==> src/rtl/addsub_accum_pkg.sv <==
// Shared definitions for the add/subtract accumulator: the frame state
// encoding and the saturation limits. The limits are built from a width by
// helper functions, so each instance can size them to its own WIDTH.
// The saturation limits are used only when ADDSUB_SAT_EN is defined.
package addsub_accum_pkg;

  // Frame states: IDLE (empty accumulator), ACCUM (frame in progress),
  // HOLD (result presented, waiting for the consumer).
  typedef enum logic [1:0] {
    ST_IDLE  = 2'd0,
    ST_ACCUM = 2'd1,
    ST_HOLD  = 2'd2
  } state_e;

  // Width of the standard datapath instance.
  localparam int ADDSUB_WIDTH = 4;

  // Largest positive two's-complement value of a w-bit word (0111...).
  function automatic logic [31:0] sat_max_f(input int w);
    sat_max_f = (32'd1 << (w - 1)) - 32'd1;
  endfunction

  // Most negative two's-complement value of a w-bit word (1000...).
  function automatic logic [31:0] sat_min_f(input int w);
    sat_min_f = 32'd1 << (w - 1);
  endfunction

  // Saturation limits for the standard datapath width.
  localparam logic [ADDSUB_WIDTH-1:0] SAT_MAX = ADDSUB_WIDTH'(sat_max_f(ADDSUB_WIDTH));
  localparam logic [ADDSUB_WIDTH-1:0] SAT_MIN = ADDSUB_WIDTH'(sat_min_f(ADDSUB_WIDTH));

endpackage

==> src/rtl/addsub_accum_core.sv <==
// Combinational WIDTH-bit ripple-carry add/subtract core.
// Subtraction is a + ~b + 1: b is inverted and carry-in equals sub, so
// cout = 1 on subtract means "no borrow". Signed overflow is flagged when
// both effective operands share a sign and the sum's sign differs.
module addsub_core #(
  parameter int WIDTH = 4
) (
  input  logic [WIDTH-1:0] a,
  input  logic [WIDTH-1:0] b,
  input  logic             sub,
  output logic [WIDTH-1:0] sum,
  output logic             cout,
  output logic             ovf
);

  logic [WIDTH-1:0] b_eff;
  logic [WIDTH:0]   carry;

  // Ripple the carry bit by bit through the effective operands.
  always_comb begin
    b_eff    = b ^ {WIDTH{sub}};
    carry    = '0;
    carry[0] = sub;
    sum      = '0;
    for (int i = 0; i < WIDTH; i++) begin
      sum[i]     = a[i] ^ b_eff[i] ^ carry[i];
      carry[i+1] = (a[i] & b_eff[i]) | (carry[i] & (a[i] ^ b_eff[i]));
    end
    cout = carry[WIDTH];
    ovf  = (a[WIDTH-1] == b_eff[WIDTH-1]) && (sum[WIDTH-1] != a[WIDTH-1]);
  end

endmodule

==> src/rtl/addsub_accum.sv <==
// Frame accumulator around addsub_core. Operands stream in, each one is
// added to or subtracted from the running accumulator; after NUM_OPS
// operands or an operand flagged last, the result with carry, sticky
// overflow and operand count is held on the output until taken.
// Optional feature: define ADDSUB_SAT_EN to clamp the accumulator to the
// signed limits on overflow instead of wrapping.
//
// Handshakes: a transfer happens on a rising edge where valid && ready.
// in_ready depends only on state; in_valid may wait on it. out_valid rises
// with the final operand and stays high, with all result outputs frozen,
// until an edge with out_ready = 1 releases it.
module addsub_accum
  import addsub_accum_pkg::*;
#(
  parameter int WIDTH   = ADDSUB_WIDTH,
  parameter int NUM_OPS = 8
) (
  input  logic                           clk,
  input  logic                           rst,
  input  logic                           in_valid,
  output logic                           in_ready,
  input  logic [WIDTH-1:0]               in_data,
  input  logic                           in_sub,
  input  logic                           in_last,
  output logic                           out_valid,
  input  logic                           out_ready,
  output logic [WIDTH-1:0]               out_acc,
  output logic                           out_cout,
  output logic                           out_ovf,
  output logic [$clog2(NUM_OPS+1)-1:0]   out_count
);

  localparam int CW = $clog2(NUM_OPS + 1);

  state_e           state_q, state_d;
  logic [WIDTH-1:0] acc_q, acc_d;
  logic             cout_q, cout_d;
  logic             ovf_q, ovf_d;
  logic [CW-1:0]    count_q, count_d;

  logic [WIDTH-1:0] core_sum;
  logic             core_cout;
  logic             core_ovf;
  logic [WIDTH-1:0] acc_upd;
  logic [CW-1:0]    count_inc;
  logic             accept;
  logic             final_op;

  addsub_core #(.WIDTH(WIDTH)) u_core (
    .a    (acc_q),
    .b    (in_data),
    .sub  (in_sub),
    .sum  (core_sum),
    .cout (core_cout),
    .ovf  (core_ovf)
  );

`ifdef ADDSUB_SAT_EN
  localparam logic [WIDTH-1:0] SAT_MAX_W = WIDTH'(sat_max_f(WIDTH));
  localparam logic [WIDTH-1:0] SAT_MIN_W = WIDTH'(sat_min_f(WIDTH));

  // On overflow both effective operands share the accumulator's sign, which
  // is the sign of the true result, so clamp toward that side.
  always_comb begin
    acc_upd = core_sum;
    if (core_ovf) begin
      acc_upd = acc_q[WIDTH-1] ? SAT_MIN_W : SAT_MAX_W;
    end
  end
`else
  // Wrap mode: the core sum is taken modulo 2^WIDTH as is.
  always_comb begin
    acc_upd = core_sum;
  end
`endif

  // Next-state and datapath update for accept and release.
  always_comb begin
    state_d   = state_q;
    acc_d     = acc_q;
    cout_d    = cout_q;
    ovf_d     = ovf_q;
    count_d   = count_q;
    count_inc = count_q + CW'(1);
    accept    = in_valid && (state_q != ST_HOLD);
    final_op  = in_last || (count_inc == CW'(NUM_OPS));
    case (state_q)
      ST_IDLE, ST_ACCUM: begin
        if (accept) begin
          acc_d   = acc_upd;
          cout_d  = core_cout;
          ovf_d   = ovf_q | core_ovf;
          count_d = count_inc;
          state_d = final_op ? ST_HOLD : ST_ACCUM;
        end
      end
      ST_HOLD: begin
        if (out_ready) begin
          acc_d   = '0;
          cout_d  = 1'b0;
          ovf_d   = 1'b0;
          count_d = '0;
          state_d = ST_IDLE;
        end
      end
      default: begin
        state_d = ST_IDLE;
      end
    endcase
  end

  // State and result registers; reset discards any partial frame.
  always_ff @(posedge clk or posedge rst) begin
    if (rst) begin
      state_q <= ST_IDLE;
      acc_q   <= '0;
      cout_q  <= 1'b0;
      ovf_q   <= 1'b0;
      count_q <= '0;
    end else begin
      state_q <= state_d;
      acc_q   <= acc_d;
      cout_q  <= cout_d;
      ovf_q   <= ovf_d;
      count_q <= count_d;
    end
  end

  assign in_ready  = (state_q != ST_HOLD);
  assign out_valid = (state_q == ST_HOLD);
  assign out_acc   = acc_q;
  assign out_cout  = cout_q;
  assign out_ovf   = ovf_q;
  assign out_count = count_q;

endmodule
==> config.mk <==
export PLATFORM = sky130hd
export DESIGN_NAME = addsub_accum
export DESIGN_NICKNAME = d
export VERILOG_FILES = /design/src/rtl/addsub_accum_pkg.sv /design/src/rtl/addsub_accum_core.sv /design/src/rtl/addsub_accum.sv
export SDC_FILE = /design/constraint.sdc
export NUM_CORES = 1
export LEC_CHECK = 0
export CORE_MARGIN = 1.5
export CORE_UTILIZATION = 45
export DETAILED_ROUTE_END_ITERATION = 16
export HOLD_SLACK_MARGIN = 0.05
export PLACE_DENSITY = 0.86
export SYNTH_ARGS = -nofsm -noshare
export SYNTH_HDL_FRONTEND = slang
export SYNTH_SLANG_ARGS = --single-unit
==> constraint.sdc <==
create_clock -name clk -period 2.6 [get_ports clk]
set_input_delay 0.52 -clock clk [delete_from_list [all_inputs] [get_ports clk]]
set_output_delay 0.52 -clock clk [all_outputs]
set_load 0.1 [all_outputs]
Yosys cells after proc, flatten, opt, wreduce, memory -nomap -nowiden:

Cells that the tools add are included.

* register bits after elaboration: 12
* output and inout port bits: 12

* add/subtract/negate cells: 1
* equal/unequal tests: 8
* multiplexer cells: 14
* bitwise logic cells: 22
* reductions and logical operators: 8

Operators by type and width (number)
* 4-bit case mux with 2 select lines: 2
* 4-bit two-way mux: 3
* 1-bit AND: 8
* 1-bit bitwise XOR: 8
* 2-bit two-way mux: 3
* 1-bit OR: 5
* 4-bit by 1-bit adder with 4-bit output (second input constant): 1
* 4-bit == test (second input constant): 1
* 2-bit inequality test (second input constant): 2
* 1-bit case mux with 2 select lines: 2
* 2-bit case mux with 2 select lines: 1
* 4-bit bitwise XOR: 1
* 1-bit two-way mux: 3
* 3-bit AND reduction: 1
* 2-bit by 1-bit == test with 1-bit output (second input constant): 1
* 2-bit == test (second input constant): 1
* 1-bit logical AND: 2
* 2-bit logical NOT: 1
* 2-bit by 1-bit inequality test with 1-bit output (second input constant): 1
* 2-bit AND reduction: 1
* 2-bit nonzero test: 1
* 2-bit OR reduction: 1
* 1-bit == test: 1
* 1-bit logical OR: 1
* 1-bit inequality test: 1

Logic depth before layout (Yosys ltp):

Gate-level depths: netlist of the first run.

* word-level depth: 14
* mapped depth: 7
* gate-level depth less buffers: 7

Cells and area by module:

Synthesis of the first run repeated with hierarchy kept, for this count alone.

* cells, all modules: 60
* area total of the unflattened synthesis: 721.9 um2

Modules (own cells, without submodules)
* addsub_accum: times used 1, cells each 45, area each 575.6 um2, sequential area each 300.3 um2
* addsub_core: times used 1, cells each 15, area each 146.4 um2, sequential area each 0.0 um2

Worst setup path after synthesis of the first run:

No wires, ideal clock.

* path type: register to register
* start point: register acc_q[0] (netlist: out_acc[0])
* end point: register ovf_q (netlist: out_ovf)
* library setup time: 0.091 ns
* data arrival time: 2.864 ns
* data required time: 2.509 ns
* path slack: -0.355 ns
* stages on the path, launching flop included: 8
* clock period less this slack: 2.955 ns
* cell sequence: dfrtp_1 > mux2_2 > fa_1 > fa_1 > fa_1 > xnor2_1 > nor3_1 > a2bb2oi_1

* cells in the longest elaborated chain, start to end: 13
* elaborated cells on any way between the ends: 14

RTL lines
* start, declared: RTL line addsub_accum.sv:36 `logic [WIDTH-1:0] acc_q, acc_d;`
* start signal, assigned: RTL line addsub_accum.sv:116 `acc_q <= '0;`
* start signal, assigned: RTL line addsub_accum.sv:122 `acc_q <= acc_d;`
* 1-bit bitwise XOR: RTL line addsub_accum_core.sv:27 `carry[i+1] = (a[i] & b_eff[i]) | (carry[i] & (a[i] ^ b_eff[i]));`
* 1-bit AND: RTL line addsub_accum_core.sv:27
* 1-bit OR (*): RTL line addsub_accum_core.sv:27
* 1-bit AND (*): RTL line addsub_accum_core.sv:27
* 1-bit OR (*): RTL line addsub_accum_core.sv:27
* 1-bit AND (*): RTL line addsub_accum_core.sv:27
* 1-bit OR (*): RTL line addsub_accum_core.sv:27
* 1-bit bitwise XOR (*): RTL line addsub_accum_core.sv:26 `sum[i] = a[i] ^ b_eff[i] ^ carry[i];`
* 1-bit inequality test (*): RTL line addsub_accum_core.sv:30 `ovf = (a[WIDTH-1] == b_eff[WIDTH-1]) && (sum[WIDTH-1] != a[WIDTH-1]);`
* 1-bit logical AND (*): RTL line addsub_accum_core.sv:30
* 1-bit OR (*): RTL line addsub_accum.sv:92 `ovf_d = ovf_q | core_ovf;`
* 1-bit two-way mux (*): RTL line addsub_accum.sv:89 `if (accept) begin`
* 1-bit case mux with 2 select lines (*): RTL line addsub_accum.sv:87 `case (state_q)`
* end signal, assigned: RTL line addsub_accum.sv:124 `ovf_q <= ovf_d;`
* end, declared: RTL line addsub_accum.sv:38 `logic ovf_q, ovf_d;`

Mark *: on every way between the ends. The rest lies on a longest branch, timed or not. The select of a mux whose other input is x is not followed.
A chain may end at the register's enable or synchronous reset.

Worst setup path in the final report of the first run:

Ends and elaborated chain as after synthesis.

==> flow_summary.yaml, run 1 <==
run_status:
  outcome: "finished clean"
finish:
  syn_to_final_growth_pct: 34.2
  final_area_um2: 992
  layout.nets: 111
  layout_common_cells: "buf_4 (16), nand2_1 (12), dfrtp_1 (10)"
  layout-drive-gt1-share_pct: 32.6
  layout_commonest_cell: "buf_4"
  diodes: 0
cts:
  clock_path_buffers: 2
  cts-hold-fix-buffers: 0
  cts_tree: "yes"
  cts_sinks: 12
  h-tree-depth: 1
  path_clk_slew_ns: 0.08
  cts-buffers-inserted: 3
  worstSkewPairLatency_ns: 0.27
  root_buffer: "clkbuf_4"
global_route:
  grt_pass1_wl_um: 2580
  grt_pass1_vias: 577
  grt_use_total_pct: 19.0
  antenna_found_initial: 0
  grt_overflow: 0
  grt_max_degree: 13
timing:
  max_freq_mhz: 402
  finalSetupViolCount: 0
  finalCriticalPeriod_ns: 2.49
  min_period_over_period_pct: 95.6
  hold_viol: 0
  tightest_slew_ns: 0.464
  slew_viol_final: 0
  fin_skew_ns: 0.00507
  rsz0062_at_grt: "false"
  max_slew_margin_pct: 69.0
logic_synthesis:
  avgSynthCellArea_um2: 10.9
  ys_async_sr_fraction_pct: 100
  synth_top_family_by_area: "compound AO/OA/AOI/OAI gates"
  ys_types: 27
  ys.flop_type: "dfrtp_1"
  syn_nets: 83
  netlist_instances: 68
  yosysWarnings: 0
  synthAdderAreaFrac_pct: 11.5
  synth-edff-count: 0
  synth-simple-area-share_pct: 16.4
  synth_mux_area_share_pct: 3.38
  ys_ff_latch: 12
  synth_compound_area_share_pct: 16.9
  synth_xor_area_share_pct: 7.11
  yosysSeqAreaShare_pct: 40.6
  syn_area_um2: 739
route:
  avgRoutedWirePerCell_um: 14.0
  drt_iter0_drc: 4
  drc: 0
  ant_nets: 0
  dr.pass1.iters: 4
  drt_wl_total_um: 1560
  via_per_inst: 5.25
  vias: 583
place:
  place_congestion: 0.732
  dp_hpwl_um: 1180
  port_buffers: 21
  placed_area_um2: 952
die:
  die_area_mm2: 0.00190
  die_x_um: 43.5
  boundaryPins: 22
  rows: 14
  die_h_um: 43.5
  core-area_mm2: 0.00152
  initial_core_util_pct: 48.5
critical_path:
  cp.arrival_ns: 2.68
  worstPathRequired_ns: 2.80
  worst-path-max-fanout: 2
  start_kind: "flip-flop"
  worst_setup_path_end_kind: "flip-flop"
  crit_type: "flip-flop to flip-flop"
job:
  maxCapViolCount: 0
worst_hold_path:
  hp-class: "flip-flop to flip-flop"
[cells in the mapped netlist (all sizes together) (2+ instances only)]
cell	count	area (µm²)
a21oi	2	10.0
fa	3	60.1
dfrtp	12	300
xor2	3	26.3
o21ai	5	25.0
a2bb2oi	2	17.5
buf	2	18.8
ha	2	25.0
xnor2	3	26.3
nand2b	4	25.0
inv	3	11.3
a31oi	2	42.5
nand2	12	45.0
[timing repair]
action                     in CTS  in global routing
cloned                          0                  0
setup endpoints to repair       1                  1
pin swaps                       6                  6
gates resized for setup         9                  0
setup buffers                   1                  0
[cell type report]
type | count | area, µm²
clock buffers | 4 | 26.3
fillers | 120 | 532
inverters | 3 | 11.3
multi-input cells | 51 | 418
flip-flops and latches | 12 | 305
well taps | 16 | 20.0
repair buffers | 25 | 211
[final timing paths]
check / start / endpoint / slack, ns / cells past startpoint
max in group asynchronous: rst / out_acc[0] / 1.69 / 2
min in group asynchronous: rst / out_count[2] / 0.56 / 2
setup reg to reg: out_acc[0] / out_ovf / 0.11 / 7
setup / recovery: out_acc[0] / out_ovf / 0.11 / 7
hold / removal: out_cout / out_cout / 0.54 / 2
hold reg to reg: out_cout / out_cout / 0.54 / 2
[critical path: stages, from the launching register on]
cell and delay [ns]:
dfrtp_4 0.48, mux2_4 0.27, fa_2 0.38, fa_2 0.34
fa_1 0.48, xnor2_1 0.16, nor3_1 0.14, a2bb2oi_1 0.17
[per-stage QoR]
stage          cells  setup TNS (ns)  hold slack [ns]  setup WS [ns]  utilization (%)
2_1_floorplan     68         -0.0663            0.385        -0.0663                -
3_3_place_gp     106          -0.838            0.523         -0.475             62.5
3_5_place_dp     106          -0.990            0.537         -0.549             62.5
4_1_cts          111         -0.0465            0.547        -0.0465             65.1
5_1_grt          111               0            0.581         0.0215             65.1
6_report         111               0            0.540          0.113             65.1
[logic make-up (layout without fill, tap and decap cells)]
kind of cell / Yosys count / count (layout)
AOI/OAI and AO/OA: 14 / 14
muxes: 2 / 2
DFF: 12 / 12
and+or+nand+nor: 24 / 24
xor gates and xnor gates: 6 / 6
adders and majority gates: 5 / 5
buffers and inverters: 5 / 32
[routing by layer]
metal | vias to the layer above | part of all wire (%) | global-route usage, %
li1 | 287 | - | -
met1 | 274 | 44 | 24.8
met2 | 18 | 50 | 30.4
met3 | 4 | 3.9 | 2.50
met4 | 0 | 1.3 | 10.9
met5 | - | 0 | 0
[flip-flops by register name (all words and copies together) (netlist names)]
name and cells:
out_acc 4, out_count 4, state_q 2, out_cout 1, out_ovf 1
Power of run 1 is left out: the tool's default activity adds up to more than one toggle a clock period on the data nets, which glitch-free logic cannot reach.
==> run 2, diff against run 1 <==
ABC_AREA = 1   (was not set)
CORE_UTILIZATION = 44   (was 45)
GPL_ROUTABILITY_DRIVEN = 0   (was not set)
==> flow_summary.yaml, run 2 <==
run_status:
  outcome: "finished clean"
route:
  dr.pass1.iters: 4
  drt_iter0_drc: 7
  via_per_inst: 4.83
  drc: 0
  ant_nets: 0
  avgRoutedWirePerCell_um: 11.4
  drt_wl_total_um: 1400
  vias: 594
cts:
  clock_path_buffers: 2
  cts-hold-fix-buffers: 0
  h-tree-depth: 1
  cts-buffers-inserted: 3
  cts_tree: "yes"
  root_buffer: "clkbuf_4"
  path_clk_slew_ns: 0.08
  cts_sinks: 12
  worstSkewPairLatency_ns: 0.27
die:
  initial_core_util_pct: 46.3
  boundaryPins: 22
  rows: 14
  die_x_um: 42.4
  core-area_mm2: 0.00147
  die_h_um: 42.4
  die_area_mm2: 0.00179
timing:
  tightest_slew_ns: 0.458
  finalCriticalPeriod_ns: 2.45
  hold_viol: 0
  max_slew_margin_pct: 69.5
  finalSetupViolCount: 0
  fin_skew_ns: 0.00761
  max_freq_mhz: 408
  hold_ws_ns: 0.501
  slew_viol_final: 0
  min_period_over_period_pct: 94.2
worst_hold_path:
  min_path_cells: 2
  hp-class: "flip-flop to flip-flop"
global_route:
  grt_pass1_wl_um: 2460
  grt_pass1_vias: 596
  grt_overflow: 0
  antenna_found_initial: 0
  grt_use_total_pct: 17.8
  grt_max_degree: 13
finish:
  layout_commonest_cell: "nand2_1"
  num-fill-cells: 125
  final_area_um2: 955
  syn_to_final_growth_pct: 40.0
  layout-drive-gt1-share_pct: 29.9
  diodes: 0
  layout.nets: 123
  layout_common_cells: "nand2_1 (22), buf_4 (14), inv_1 (10), dfrtp_1 (10), clkdlybuf4s50_1 (6)"
logic_synthesis:
  synth-edff-count: 0
  yosys.area.top_type: "dfrtp_1"
  ys_async_sr_fraction_pct: 100
  syn_area_um2: 682
  ys.flop_type: "dfrtp_1"
  synth_top_area_share_pct: 44.0
  ys_ff_latch: 12
  ys_types: 20
  synthTopCellsByCount: "nand2_1 (22), dfrtp_1 (12), inv_1 (11)"
  netlist_instances: 80
  synth.area.top_cells: "dfrtp_1 (44%), nand2_1 (12%), fa_1 (8.8%)"
  synth.most_common_cell: "nand2_1"
  yosysSeqAreaShare_pct: 44.0
  yosysWarnings: 0
  syn_nets: 95
  avgSynthCellArea_um2: 8.52
critical_path:
  cp.arrival_ns: 2.61
  worst-path-max-fanout: 3
  r2r-start: "out_acc[0]"
  r2r_slack_ns: 0.25
  slowest_stage: "fa_1"
  start_kind: "input port"
  cpPeakStageDelay_ns: 0.59
  crit_start: "in_data[0]"
  r2r-end: "out_ovf"
  cp_cell_sequence: "dlygate4sd2_1 > inv_1 > nor2_2 > nor2_1 > fa_2 > fa_2 > fa_1 > nand2_1 > a31oi_1 > nor2_1"
  crit_type: "input port to flip-flop"
  worstPathRequired_ns: 2.76
  reg2reg_depth: 8
  cp-endpoint: "out_ovf"
  worst_setup_path_end_kind: "flip-flop"
place:
  port_buffers: 21
  dp_hpwl_um: 1100
  placed_area_um2: 900
job:
  maxCapViolCount: 0
run 2: cell types whose count changed after synthesis, sizes merged, moves of 2 or more:
cell and change:
nand2 +13, nor2 +7, nand2b -4, nand3 +2
inv +10, a2bb2oi -2, buf -2, xnor2 -3
run 2: logic make-up (layout without fill, tap and decap cells):
| group | after synthesis | after routing | synth area share, % |
|---|---|---|---|
| buffers and inverters | 13 | 40 | 7.16 |
| xor gates and xnor gates | 3 | 3 | 3.85 |
| AOI/OAI and AO/OA | 9 | 9 | 6.97 |
| adders and majority gates | 5 | 5 | 12.5 |
| and+or+nand+nor | 38 | 38 | 25.5 |
| DFF | 12 | 12 | 44.0 |
run 2: layout make-up:
class / count / area (µm²) / area share (%)
multi-input cells: 55 / 348 / 36.4
flip-flops and latches: 12 / 303 / 31.7
repair buffers: 23 / 199 / 20.8
inverters: 13 / 48.8 / 5.11
clock buffers: 4 / 36.3 / 3.80
well taps: 16 / 20.0 / 2.10
run 2: what timing repair did:
action                                  CTS  global route
resized for setup                         3             5
setup buffers                             0             0
endpoints found under the setup margin    1             1
pin swaps                                 0             4
cloned                                    0             0
run 2: layer usage:
metal  routed length [µm]  vias to the layer above  global-route usage (%)
li1                     -                      300                       -
met1                  638                      279                    23.2
met2                  686                       15                    30.2
met3                   71                        0                    4.31
met4                    0                        0                    3.75
met5                    0                        -                       0
run 2: critical path: cells and delay by family:
kind,cells,cell delay (ns)
adder cells (fa/ha/maj),3,1.33
buffers and inverters,2,0.32
AND/OR/NAND/NOR,4,0.29
AO/OA/AOI/OAI,1,0.16
run 2: how the worst min path moves through the flow:
stage	start	end	slack (ns)
after floorplan	rst	out_acc[2]	0.38
after global placement	out_cout	out_cout	0.47
after detailed placement	out_cout	out_cout	0.48
after CTS	out_cout	out_cout	0.50
after global routing	out_cout	out_cout	0.50
final	out_cout	out_cout	0.50
run 2: metrics by stage:
| step | setup WS [ns] | utilization, % | instances | TNS, ns |
|---|---|---|---|---|
| after floorplan | 0.101 | - | 80 | 0 |
| after CTS | 0.0237 | 63.9 | 123 | 0 |
| final | 0.151 | 64.9 | 123 | 0 |
| after global placement | -0.296 | 61.1 | 119 | -0.512 |
| after global routing | -0.00609 | 64.9 | 123 | -0.00609 |
| after detailed placement | -0.371 | 61.1 | 119 | -0.694 |
Power of run 2 is left out for the same reason.
